<file path="config.mk">
export PLATFORM = sky130hd
export DESIGN_NAME = fetch_unit
export DESIGN_NICKNAME = d
export VERILOG_FILES = /design/src/rtl/fetch_pkg.sv /design/src/rtl/fetch_group_decoder.sv /design/src/rtl/fetch_unit.sv
export SDC_FILE = /design/constraint.sdc
export NUM_CORES = 1
export LEC_CHECK = 0
export CORE_ASPECT_RATIO = 0.9
export CORE_MARGIN = 2
export CORE_UTILIZATION = 37
export CTS_CLUSTER_SIZE = 30
export DETAILED_ROUTE_END_ITERATION = 12
export PLACE_DENSITY = 0.69
export SLEW_MARGIN = 20
export SYNTH_ARGS = -nofsm -noshare
export SYNTH_HDL_FRONTEND = slang
export SYNTH_SLANG_ARGS = --single-unit
</file>
<file path="constraint.sdc">
create_clock -name clk -period 8.9 [get_ports clk]
set_input_delay 1.335 -clock clk [delete_from_list [all_inputs] [get_ports clk]]
set_output_delay 1.335 -clock clk [all_outputs]
set_load 0.05 [all_outputs]
</file>
<file path="src/rtl/fetch_pkg.sv">
// rtl/fetch_pkg.sv - shared types and constants for the instruction fetch front end
package fetch_pkg;

    localparam int LANES      = 4;
    localparam int WORD_W     = 16;
    localparam int OPCODE_LSB = 12;
    localparam int RT_LSB     = 8;
    localparam int RA_LSB     = 4;
    localparam int RB_LSB     = 0;

    localparam logic [3:0] OP_HALT = 4'hF;

    typedef struct packed {
        logic       valid;
        logic [3:0] opcode;
        logic [3:0] r_a;
        logic [3:0] r_b;
        logic [3:0] rt;
    } inst_t;

    typedef enum logic {
        ST_RUN    = 1'b0,
        ST_HALTED = 1'b1
    } state_t;

    function automatic inst_t decode_word(input logic [WORD_W-1:0] w);
        inst_t d;
        d.valid  = 1'b0;
        d.opcode = w[OPCODE_LSB +: 4];
        d.rt     = w[RT_LSB +: 4];
        d.r_a    = w[RA_LSB +: 4];
        d.r_b    = w[RB_LSB +: 4];
        return d;
    endfunction

endpackage

</file>
<file path="src/rtl/fetch_group_decoder.sv">
// rtl/fetch_group_decoder.sv - splits a fetched group into lanes, masks by offset, truncates at HALT
module fetch_group_decoder
    import fetch_pkg::*;
(
    input  logic [LANES*WORD_W-1:0] group,
    input  logic [1:0]              offset,
    output inst_t [LANES-1:0]       lanes,
    output logic                    halt_seen
);

    always_comb begin
        halt_seen = 1'b0;
        lanes     = '0;
        for (int k = 0; k < LANES; k++) begin
            lanes[k] = decode_word(group[k*WORD_W +: WORD_W]);
            // Once a HALT is found, it and every later lane stay invalid.
            if (k >= int'(offset) && !halt_seen) begin
                if (lanes[k].opcode == OP_HALT) begin
                    halt_seen = 1'b1;
                end else begin
                    lanes[k].valid = 1'b1;
                end
            end
        end
    end

endmodule

</file>
<file path="src/rtl/fetch_unit.sv">
// rtl/fetch_unit.sv - 4-wide fetch front end with output register, skid entry and redirect/halt control
module fetch_unit
    import fetch_pkg::*;
#(
    parameter int PC_W = 8
) (
    input  logic            clk,
    input  logic            rst,
    output logic            imem_req,
    output logic [PC_W-1:0] imem_addr,
    input  logic [63:0]     imem_rdata,
    input  logic            redirect_valid,
    input  logic [PC_W-1:0] redirect_pc,
    input  logic            ready,
    output logic            valid_0,
    output logic            valid_1,
    output logic            valid_2,
    output logic            valid_3,
    output logic [3:0]      opcode_0,
    output logic [3:0]      opcode_1,
    output logic [3:0]      opcode_2,
    output logic [3:0]      opcode_3,
    output logic [3:0]      rt_0,
    output logic [3:0]      rt_1,
    output logic [3:0]      rt_2,
    output logic [3:0]      rt_3,
    output logic [3:0]      r_a_0,
    output logic [3:0]      r_a_1,
    output logic [3:0]      r_a_2,
    output logic [3:0]      r_a_3,
    output logic [3:0]      r_b_0,
    output logic [3:0]      r_b_1,
    output logic [3:0]      r_b_2,
    output logic [3:0]      r_b_3,
    output logic            halted
);

    logic [PC_W-1:0]  pc;
    logic [PC_W-1:0]  pc_base;
    inst_t [LANES-1:0] out_q;
    inst_t [LANES-1:0] skid_q;
    inst_t [LANES-1:0] dec;
    logic             skid_vld;
    logic             inflight;
    logic             infl_kill;
    logic [1:0]       infl_off;
    state_t           state;
    state_t           state_nxt;
    logic             run;
    logic             out_vld;
    logic             fire;
    logic [1:0]       occ;
    logic             room;
    logic             resp;
    logic             resp_ok;
    logic             halt_seen;
    logic             halt_now;

    fetch_group_decoder u_dec (
        .group     (imem_rdata),
        .offset    (infl_off),
        .lanes     (dec),
        .halt_seen (halt_seen)
    );

    assign pc_base  = {pc[PC_W-1:2], 2'b00};
    assign out_vld  = out_q[0].valid | out_q[1].valid | out_q[2].valid | out_q[3].valid;
    assign fire     = out_vld & ready;
    assign occ      = 2'(out_vld) + 2'(skid_vld) + 2'(inflight);
    // Occupancy after this cycle's accept must stay below two groups.
    assign room     = fire ? (occ <= 2'd2) : (occ <= 2'd1);
    assign resp     = inflight & ~infl_kill;
    assign resp_ok  = resp & (dec[0].valid | dec[1].valid | dec[2].valid | dec[3].valid);
    assign halt_now = resp & halt_seen;

    assign imem_req  = run & room & ~redirect_valid & ~rst;
    assign imem_addr = pc_base;

    always_ff @(posedge clk or posedge rst) begin
        if (rst) begin
            state <= ST_RUN;
        end else begin
            state <= state_nxt;
        end
    end

    always_comb begin
        state_nxt = state;
        if (redirect_valid) begin
            state_nxt = ST_RUN;
        end else if (halt_now) begin
            state_nxt = ST_HALTED;
        end
    end

    always_comb begin
        run    = (state == ST_RUN);
        halted = (state == ST_HALTED);
    end

    always_ff @(posedge clk or posedge rst) begin
        if (rst) begin
            pc        <= '0;
            out_q     <= '0;
            skid_q    <= '0;
            skid_vld  <= 1'b0;
            inflight  <= 1'b0;
            infl_kill <= 1'b0;
            infl_off  <= 2'd0;
        end else if (redirect_valid) begin
            pc        <= redirect_pc;
            out_q     <= '0;
            skid_vld  <= 1'b0;
            inflight  <= 1'b0;
            infl_kill <= 1'b0;
        end else begin
            inflight  <= imem_req;
            // A request issued alongside a HALT response must never be presented.
            infl_kill <= halt_now;
            if (imem_req) begin
                infl_off <= pc[1:0];
                pc       <= pc_base + PC_W'(4);
            end
            if (!out_vld || fire) begin
                if (skid_vld) begin
                    out_q    <= skid_q;
                    skid_q   <= dec;
                    skid_vld <= resp_ok;
                end else begin
                    out_q <= resp_ok ? dec : '0;
                end
            end else if (resp_ok) begin
                skid_q   <= dec;
                skid_vld <= 1'b1;
            end
        end
    end

    assign valid_0  = out_q[0].valid;
    assign valid_1  = out_q[1].valid;
    assign valid_2  = out_q[2].valid;
    assign valid_3  = out_q[3].valid;
    assign opcode_0 = out_q[0].opcode;
    assign opcode_1 = out_q[1].opcode;
    assign opcode_2 = out_q[2].opcode;
    assign opcode_3 = out_q[3].opcode;
    assign rt_0     = out_q[0].rt;
    assign rt_1     = out_q[1].rt;
    assign rt_2     = out_q[2].rt;
    assign rt_3     = out_q[3].rt;
    assign r_a_0    = out_q[0].r_a;
    assign r_a_1    = out_q[1].r_a;
    assign r_a_2    = out_q[2].r_a;
    assign r_a_3    = out_q[3].r_a;
    assign r_b_0    = out_q[0].r_b;
    assign r_b_1    = out_q[1].r_b;
    assign r_b_2    = out_q[2].r_b;
    assign r_b_3    = out_q[3].r_b;

endmodule

</file>
Word level (Yosys, flattened, before mapping)
Cells that the tools add are included.
{ "totals": {"reg_bits": 150, "latchBits": 0, "ramBits": 0, "romBits": 0, "input_bits": 76, "out_inout_bits": 78, "word_cells": 123, "mem_count": 0} }
{ "classes": {"n_addsub": 3, "multipliers": 0, "n_div": 0, "n_lt_le_gt_ge": 5, "eq_ne": 5, "shifts": 0, "n_mux": 34, "n_bitwise": 17, "n_reduce_logical": 13} }
{ "op_table": {"columns": ["cell", "count"], "rows": [
  ["68-bit two-way mux", 7],
  ["1-bit two-way mux", 25],
  ["4-bit equality test (second input constant)", 4],
  ["8-bit two-way mux", 2],
  ["8-bit by 3-bit adder with 8-bit output (second input constant)", 1],
  ["2-bit nonzero test", 4],
  ["1-bit bitwise AND", 7],
  ["1-bit bitwise OR", 6],
  ["1-bit by 2-bit >= comparator with 1-bit output (first input constant)", 2],
  ["1-bit NOT", 4],
  ["1-bit zero test", 3],
  ["3-bit AND reduction", 1],
  ["3-bit nonzero test", 1],
  ["1-bit by 1-bit adder with 2-bit output", 1],
  ["2-bit by 1-bit adder with 2-bit output", 1],
  ["2-bit >= comparator (first input constant)", 1],
  ["2-bit by 1-bit less-or-equal comparator with 1-bit output (second input constant)", 1],
  ["2-bit less-or-equal comparator (second input constant)", 1],
  ["1-bit logical AND", 2],
  ["2-bit inequality test (second input constant)", 1],
  ["2-bit AND reduction", 1],
  ["1-bit logical OR", 1]
]} }

Longest topological paths before layout
{ "logic_depth": {"word_depth": 16, "mapped_depth": 9} }

Hierarchy
A second synthesis with hierarchy kept.
{ "unflattened": {"cells_unflattened": 543, "area_unflattened_um2": 6874.1} }
{ "by_module_without_submodules": {"columns": ["module", "n_inst", "cells_per_inst", "area_per_inst_um2", "seq_area_each_um2"], "rows": [
  ["fetch_unit", 1, 463, 6298.5, 3753.6],
  ["fetch_group_decoder", 1, 80, 575.6, 0.0]
]} }

Worst setup path before layout
OpenSTA, ideal clock, no wires.
{ "synth_path": {"path_type": "register -> output", "from": "register out_q, in the netlist valid_3", "to": "output port imem_req", "arrival_ps": 2391, "path_slack_ps": 5174, "path_stages_with_launch": 8, "n_path_buf": 0, "path_cell_list": "dfrtp_1 > nor4_4 > inv_1 > fa_1 > nand2b_1 > o21ai_0 > nand2_1 > clkinv_1"} }
{ "synth_between": {"elab_chain_len": 8} }
{ "synth_lines": {"columns": ["element", "line", "rtl"], "rows": [
  ["start, declared", "fetch_unit.sv:40", "inst_t [LANES-1:0] out_q;"],
  ["start signal, assigned", "fetch_unit.sv:126", "out_q <= skid_q;"],
  ["start signal, assigned", "fetch_unit.sv:130", "out_q <= resp_ok ? dec : '0;"],
  ["1-bit bitwise OR (*)", "fetch_unit.sv:67", "assign out_vld = out_q[0].valid | out_q[1].valid | out_q[2].valid | out_q[3].valid;"],
  ["1-bit by 1-bit adder with 2-bit output", "fetch_unit.sv:69", "assign occ = 2'(out_vld) + 2'(skid_vld) + 2'(inflight);"],
  ["2-bit by 1-bit adder with 2-bit output", "fetch_unit.sv:69", null],
  ["2-bit by 1-bit less-or-equal comparator with 1-bit output or 2-bit less-or-equal comparator (tied branches)", "fetch_unit.sv:71", "assign room = fire ? (occ <= 2'd2) : (occ <= 2'd1);"],
  ["1-bit two-way mux (*)", "fetch_unit.sv:71", null],
  ["1-bit bitwise AND (*) (3 in series)", "fetch_unit.sv:76", "assign imem_req = run & room & ~redirect_valid & ~rst;"],
  ["end, declared", "fetch_unit.sv:9", "output logic imem_req,"]
]} }
Every way passes the cells marked *; elsewhere a longest branch is shown, timed or not.

Worst setup path after layout
{ "layout_path": {"from": "input port ready", "to": "output port imem_req"} }
{ "layout_between": {"elab_chain_len": 5} }
{ "layout_lines": {"columns": ["element", "line", "rtl"], "rows": [
  ["start, declared", "fetch_unit.sv:14", "input logic ready,"],
  ["1-bit bitwise AND", "fetch_unit.sv:68", "assign fire = out_vld & ready;"],
  ["1-bit two-way mux", "fetch_unit.sv:71", null],
  ["1-bit bitwise AND (3 in series)", "fetch_unit.sv:76", null]
]} }
No other way between the ends.

==> impl_results.html <==
<table>
<tr><th>Metric</th><th>Value</th></tr>
<tr><th colspan="2">Logic synthesis</th></tr>
<tr><td>Top-area cell type share of the netlist area</td><td>0.557</td></tr>
<tr><td>Cells taking the most area after synthesis</td><td>dfrtp_1, o2bb2ai_1, mux2_2</td></tr>
<tr><td>Top post-synthesis cells by count</td><td>dfrtp_1, a21oi_1, and3_1</td></tr>
<tr><td>Post-Syn Instances</td><td>564</td></tr>
<tr><td>Post-synth EDFFs</td><td>0</td></tr>
<tr><td>Syn Std Cell Area</td><td>6740 um2</td></tr>
<tr><td>Number of storage elements in the synthesis netlist</td><td>150</td></tr>
<tr><td>Share of synthesized area occupied by flip-flops and latches</td><td>0.557</td></tr>
<tr><td>Cell with the most instances after synthesis</td><td>dfrtp_1</td></tr>
<tr><td>Proportion of register bits with asynchronous set or reset after synthesis</td><td>1.00</td></tr>
<tr><td>Warnings from Yosys</td><td>0</td></tr>
<tr><td>Dominant cell type by area after synthesis</td><td>dfrtp_1</td></tr>
<tr><td>Mean Syn Cell Area</td><td>12.0 um2</td></tr>
<tr><td>Yosys cell types</td><td>39</td></tr>
<tr><td>Main synth FF type</td><td>dfrtp_1</td></tr>
<tr><th colspan="2">Job</th></tr>
<tr><td>Reported max-cap violation count</td><td>0</td></tr>
<tr><th colspan="2">Power and ir drop</th></tr>
<tr><td>Sw Share</td><td>0.273</td></tr>
<tr><td>Static Leakage</td><td>3.96 nW</td></tr>
<tr><td>Flop pwr share</td><td>0.430</td></tr>
<tr><td>Internal power component</td><td>1.59 mW</td></tr>
<tr><td>Switch Pwr</td><td>0.597 mW</td></tr>
<tr><td>Clock share of power</td><td>0.372</td></tr>
<tr><td>Power share of the combinational group</td><td>0.198</td></tr>
<tr><td>Largest voltage drop on the vdd net</td><td>0.133 mV</td></tr>
<tr><td>PwrDens</td><td>242 nW/um2</td></tr>
<tr><td>Final Power</td><td>2.18 mW</td></tr>
<tr><th colspan="2">Die</th></tr>
<tr><td>Core region area</td><td>17,700 um2</td></tr>
<tr><td>Die Footprint</td><td>19,300 um2</td></tr>
<tr><td>Die Ht</td><td>132 um</td></tr>
<tr><td>Starting density of the core</td><td>0.380</td></tr>
<tr><td>Count of boundary I/O pins</td><td>154</td></tr>
<tr><td>Horiz. Die Dim</td><td>146 um</td></tr>
<tr><td>Site Rows</td><td>46</td></tr>
<tr><th colspan="2">Critical path</th></tr>
<tr><td>CP Buf/Inv Count</td><td>3</td></tr>
<tr><td>Kind of cell with the highest combined delay on the critical path</td><td>buffers and inverters</td></tr>
<tr><td>Critical Path Start Type</td><td>input pin</td></tr>
<tr><td>Highest-delay cell along the critical path</td><td>clkdlybuf4s50_1</td></tr>
<tr><td>Maximum cell stage delay along the critical path</td><td>0.83 ns</td></tr>
<tr><td>Crit Reg-Reg Endpoint</td><td>opcode_2[0]</td></tr>
<tr><td>Worst reg-to-reg setup slack</td><td>5.65 ns</td></tr>
<tr><td>Origin of the critical flop-to-flop path</td><td>valid_3</td></tr>
<tr><td>Most repeated library cell on the critical path</td><td>clkdlybuf4s50_1</td></tr>
<tr><td>Endpoint arrival time on the critical path</td><td>3.77 ns</td></tr>
<tr><td>Crit path kind</td><td>in -&gt; out</td></tr>
<tr><td>Depth of the worst register-to-register path</td><td>6</td></tr>
<tr><td>Largest fanout of any net on the critical path</td><td>6</td></tr>
<tr><td>Worst-path cell chain</td><td>clkdlybuf4s50_1 &gt; nand2b_1 &gt; o21ai_0 &gt; nand2_1 &gt; clkinv_1 &gt; clkdlybuf4s50_1</td></tr>
<tr><td>Element type at the critical path end</td><td>output pin</td></tr>
<tr><td>Worst path required time</td><td>7.57 ns</td></tr>
<tr><th colspan="2">Layout</th></tr>
<tr><td>Layout-stage area growth over the synthesis result</td><td>34.0%</td></tr>
<tr><td>FILL cells</td><td>1,539</td></tr>
<tr><td>Total area of sequential cells</td><td>3760 um2</td></tr>
<tr><td>Share of post-route cells with drive strength above 1</td><td>0.162</td></tr>
<tr><td># nets final</td><td>762</td></tr>
<tr><td>Regs by FF count</td><td>skid_q: 68 flops, pc: 8 flops</td></tr>
<tr><td>Most flops, register</td><td>skid_q</td></tr>
<tr><td>Flip-flop count of the largest register, all copies and words added</td><td>68</td></tr>
<tr><td>Antenna cell count</td><td>0</td></tr>
<tr><td>Area of combinational cells with multiple inputs</td><td>2700 um2</td></tr>
<tr><td>Area of all placed cells without fillers</td><td>9030 um2</td></tr>
<tr><th colspan="2">Timing</th></tr>
<tr><td>Setup repair after global routing missed its margin</td><td>no</td></tr>
<tr><td>Worst clock skew</td><td>0.00911 ns</td></tr>
<tr><td>Final number of max-transition violations</td><td>0</td></tr>
<tr><td>Endpoints failing hold</td><td>0</td></tr>
<tr><td>Final setup violation count</td><td>0</td></tr>
<tr><td>Max Clk Rate</td><td>196 MHz</td></tr>
<tr><td>Share of the cycle needed by the critical path after routing</td><td>0.573</td></tr>
<tr><td>Hold slack</td><td>0.497 ns</td></tr>
<tr><td>Setup TNS after final layout</td><td>0 ns</td></tr>
<tr><td>Relative slew slack</td><td>0.391</td></tr>
<tr><td>Worst-margin pin slew</td><td>0.914 ns</td></tr>
<tr><td>Worst setup slack after layout</td><td>3.80 ns</td></tr>
<tr><td>Post-layout minimum cycle time</td><td>5.10 ns</td></tr>
<tr><th colspan="2">Routing</th></tr>
<tr><td>Total met2 wirelength after detailed routing</td><td>8510 um</td></tr>
<tr><td>Highest metal layer with signal wires</td><td>met4</td></tr>
<tr><td>Detailed-routing wirelength on met1</td><td>7490 um</td></tr>
<tr><td>Ratio of routed vias to standard cells</td><td>5.40</td></tr>
<tr><td>Wire length per cell</td><td>18.3 um</td></tr>
<tr><td>Vias after detailed routing</td><td>5,062</td></tr>
<tr><td>Count of antenna-violating nets left after detailed routing</td><td>0</td></tr>
<tr><td>Total length of routed met3 wires</td><td>1010 um</td></tr>
<tr><td>Routed wire length</td><td>17,200 um</td></tr>
<tr><td>Number of iterations in the first detailed-routing pass</td><td>4</td></tr>
<tr><td>DR iter-0 viols</td><td>284</td></tr>
<tr><td>Remaining DRCs</td><td>0</td></tr>
<tr><th colspan="2">Global route</th></tr>
<tr><td>Maximum number of pins on one net before global-route repair</td><td>90</td></tr>
<tr><td>Overall overflow remaining after global route</td><td>0</td></tr>
<tr><td>Number of antenna violations at the first check in global routing</td><td>0</td></tr>
<tr><td>Via count of the first global-routing pass</td><td>5,389</td></tr>
<tr><td>Total track usage</td><td>0.181</td></tr>
<tr><td>Global-route wire length before repair</td><td>27,900 um</td></tr>
<tr><th colspan="2">Hold path</th></tr>
<tr><td>Type of the worst min-delay path</td><td>reg -&gt; reg</td></tr>
<tr><td>Min-Delay Startpoint</td><td>skid_q[5]</td></tr>
<tr><td>Destination of the worst hold path</td><td>skid_q[5]</td></tr>
<tr><td>Hold Path Stages</td><td>1</td></tr>
<tr><th colspan="2">Outcome</th></tr>
<tr><td>Run status</td><td>completed</td></tr>
<tr><th colspan="2">Clocking</th></tr>
<tr><td>Clk root buf</td><td>clkbuf_16</td></tr>
<tr><td>Clock sink total</td><td>150</td></tr>
<tr><td>CTS clock-pin slew for the worst setup and hold paths</td><td>0.06 ns</td></tr>
<tr><td>Clock Tree Buf Depth</td><td>2</td></tr>
<tr><td>Clock latency on the worst-skew pair</td><td>0.42 ns</td></tr>
<tr><td>Clock tree from TritonCTS</td><td>built</td></tr>
<tr><td>Number of buffers created by CTS</td><td>17</td></tr>
<tr><td>Hold-fix buffers at CTS</td><td>0</td></tr>
<tr><td>Cells resized by post-CTS repair</td><td>0</td></tr>
<tr><td>CTS H-Tree Depth</td><td>4</td></tr>
<tr><td>Post-CTS Setup Inserts</td><td>0</td></tr>
<tr><th colspan="2">Placed design</th></tr>
<tr><td>Placement-stage cell area</td><td>8320 um2</td></tr>
<tr><td>Pre-CTS worst setup slack</td><td>3.83 ns</td></tr>
<tr><td>Number of port buffers</td><td>151</td></tr>
<tr><td>Detailed-placement wirelength estimate</td><td>10,700 um</td></tr>
<tr><td>Gpl congestion</td><td>0.799</td></tr>
</table>
## worst max-delay path by stage
stage,start,end,slack [ns],depth (start not counted)
floorplan,rst,halted,3.53,1
global placement,ready,imem_req,3.92,6
detailed placement,ready,imem_req,3.83,6
CTS,skid_vld,imem_req,3.56,6
global route,ready,imem_req,3.63,6
finish,ready,imem_req,3.80,6
## placed cells by master (no fill, tap or decap), drive strengths merged, types with 2 or more instances in the layout
cell,count
conb,2
clkinvlp,3
clkinv,3
mux2i,3
clkdlybuf4s50,150
o21ai,11
nand2b,5
clkbuf,19
inv,9
xor2,3
nor2b,2
nor3,3
bufinv,5
nand3b,2
o2bb2ai,65
nand4,5
nand3,5
o22ai,3
o211ai,3
nand2,16
a21oi,70
mux2,67
nor2,7
and3,69
dfrtp,150
buf,6
## power groups by stage
stage | combinational [mW] | clock, mW | sequential (mW)
global route | 0.466 | 0.856 | 0.958
CTS | 0.438 | 0.829 | 0.937
detailed placement | 0.436 | 0 | 0.948
floorplan | 0.263 | 0 | 0.974
global placement | 0.422 | 0 | 0.935
finish | 0.433 | 0.812 | 0.938
## worst register-to-register path, stage by stage (launching register included)
cell,delay [ns]
dfrtp_1,0.42
nor4_4,0.42
or2_4,0.64
nand3b_1,0.33
nor2b_4,0.55
buf_4,0.60
o2bb2ai_1,0.19
## metrics by stage
stage,cells,utilization
6_report,937,0.509
4_1_cts,936,0.507
2_1_floorplan,565,-
3_3_place_gp,904,0.470
3_5_place_dp,904,0.470
5_1_grt,937,0.509
## kinds of logic (layout without fill, tap and decap cells)
family	after synthesis	count (layout)	share of synthesized area
compound gates	155	155	0.155
flops	150	150	0.557
simple gates	119	119	0.104
mux	70	70	0.126
buf+inv	63	195	0.0471
xor+xnor	4	4	0.00520
fa+ha+maj	2	2	0.00483
other cells	1	2	0.000556
## layout make-up
cell class | count | share of cell area
Clock inverter | 13 | 0.0243
Multi-Input combinational cell | 352 | 0.299
Timing Repair Buffer | 156 | 0.174
Inverter | 7 | 0.00346
Tap cell | 240 | 0.0333
Sequential cell | 150 | 0.416
Clock buffer | 19 | 0.0502
## layer usage
layer	up-vias	GRT usage
met3	16	0.0505
met4	0	0.0712
met1	2579	0.222
met5	-	0
li1	2313	-
met2	154	0.304
Power figures use the tool's default switching activity.
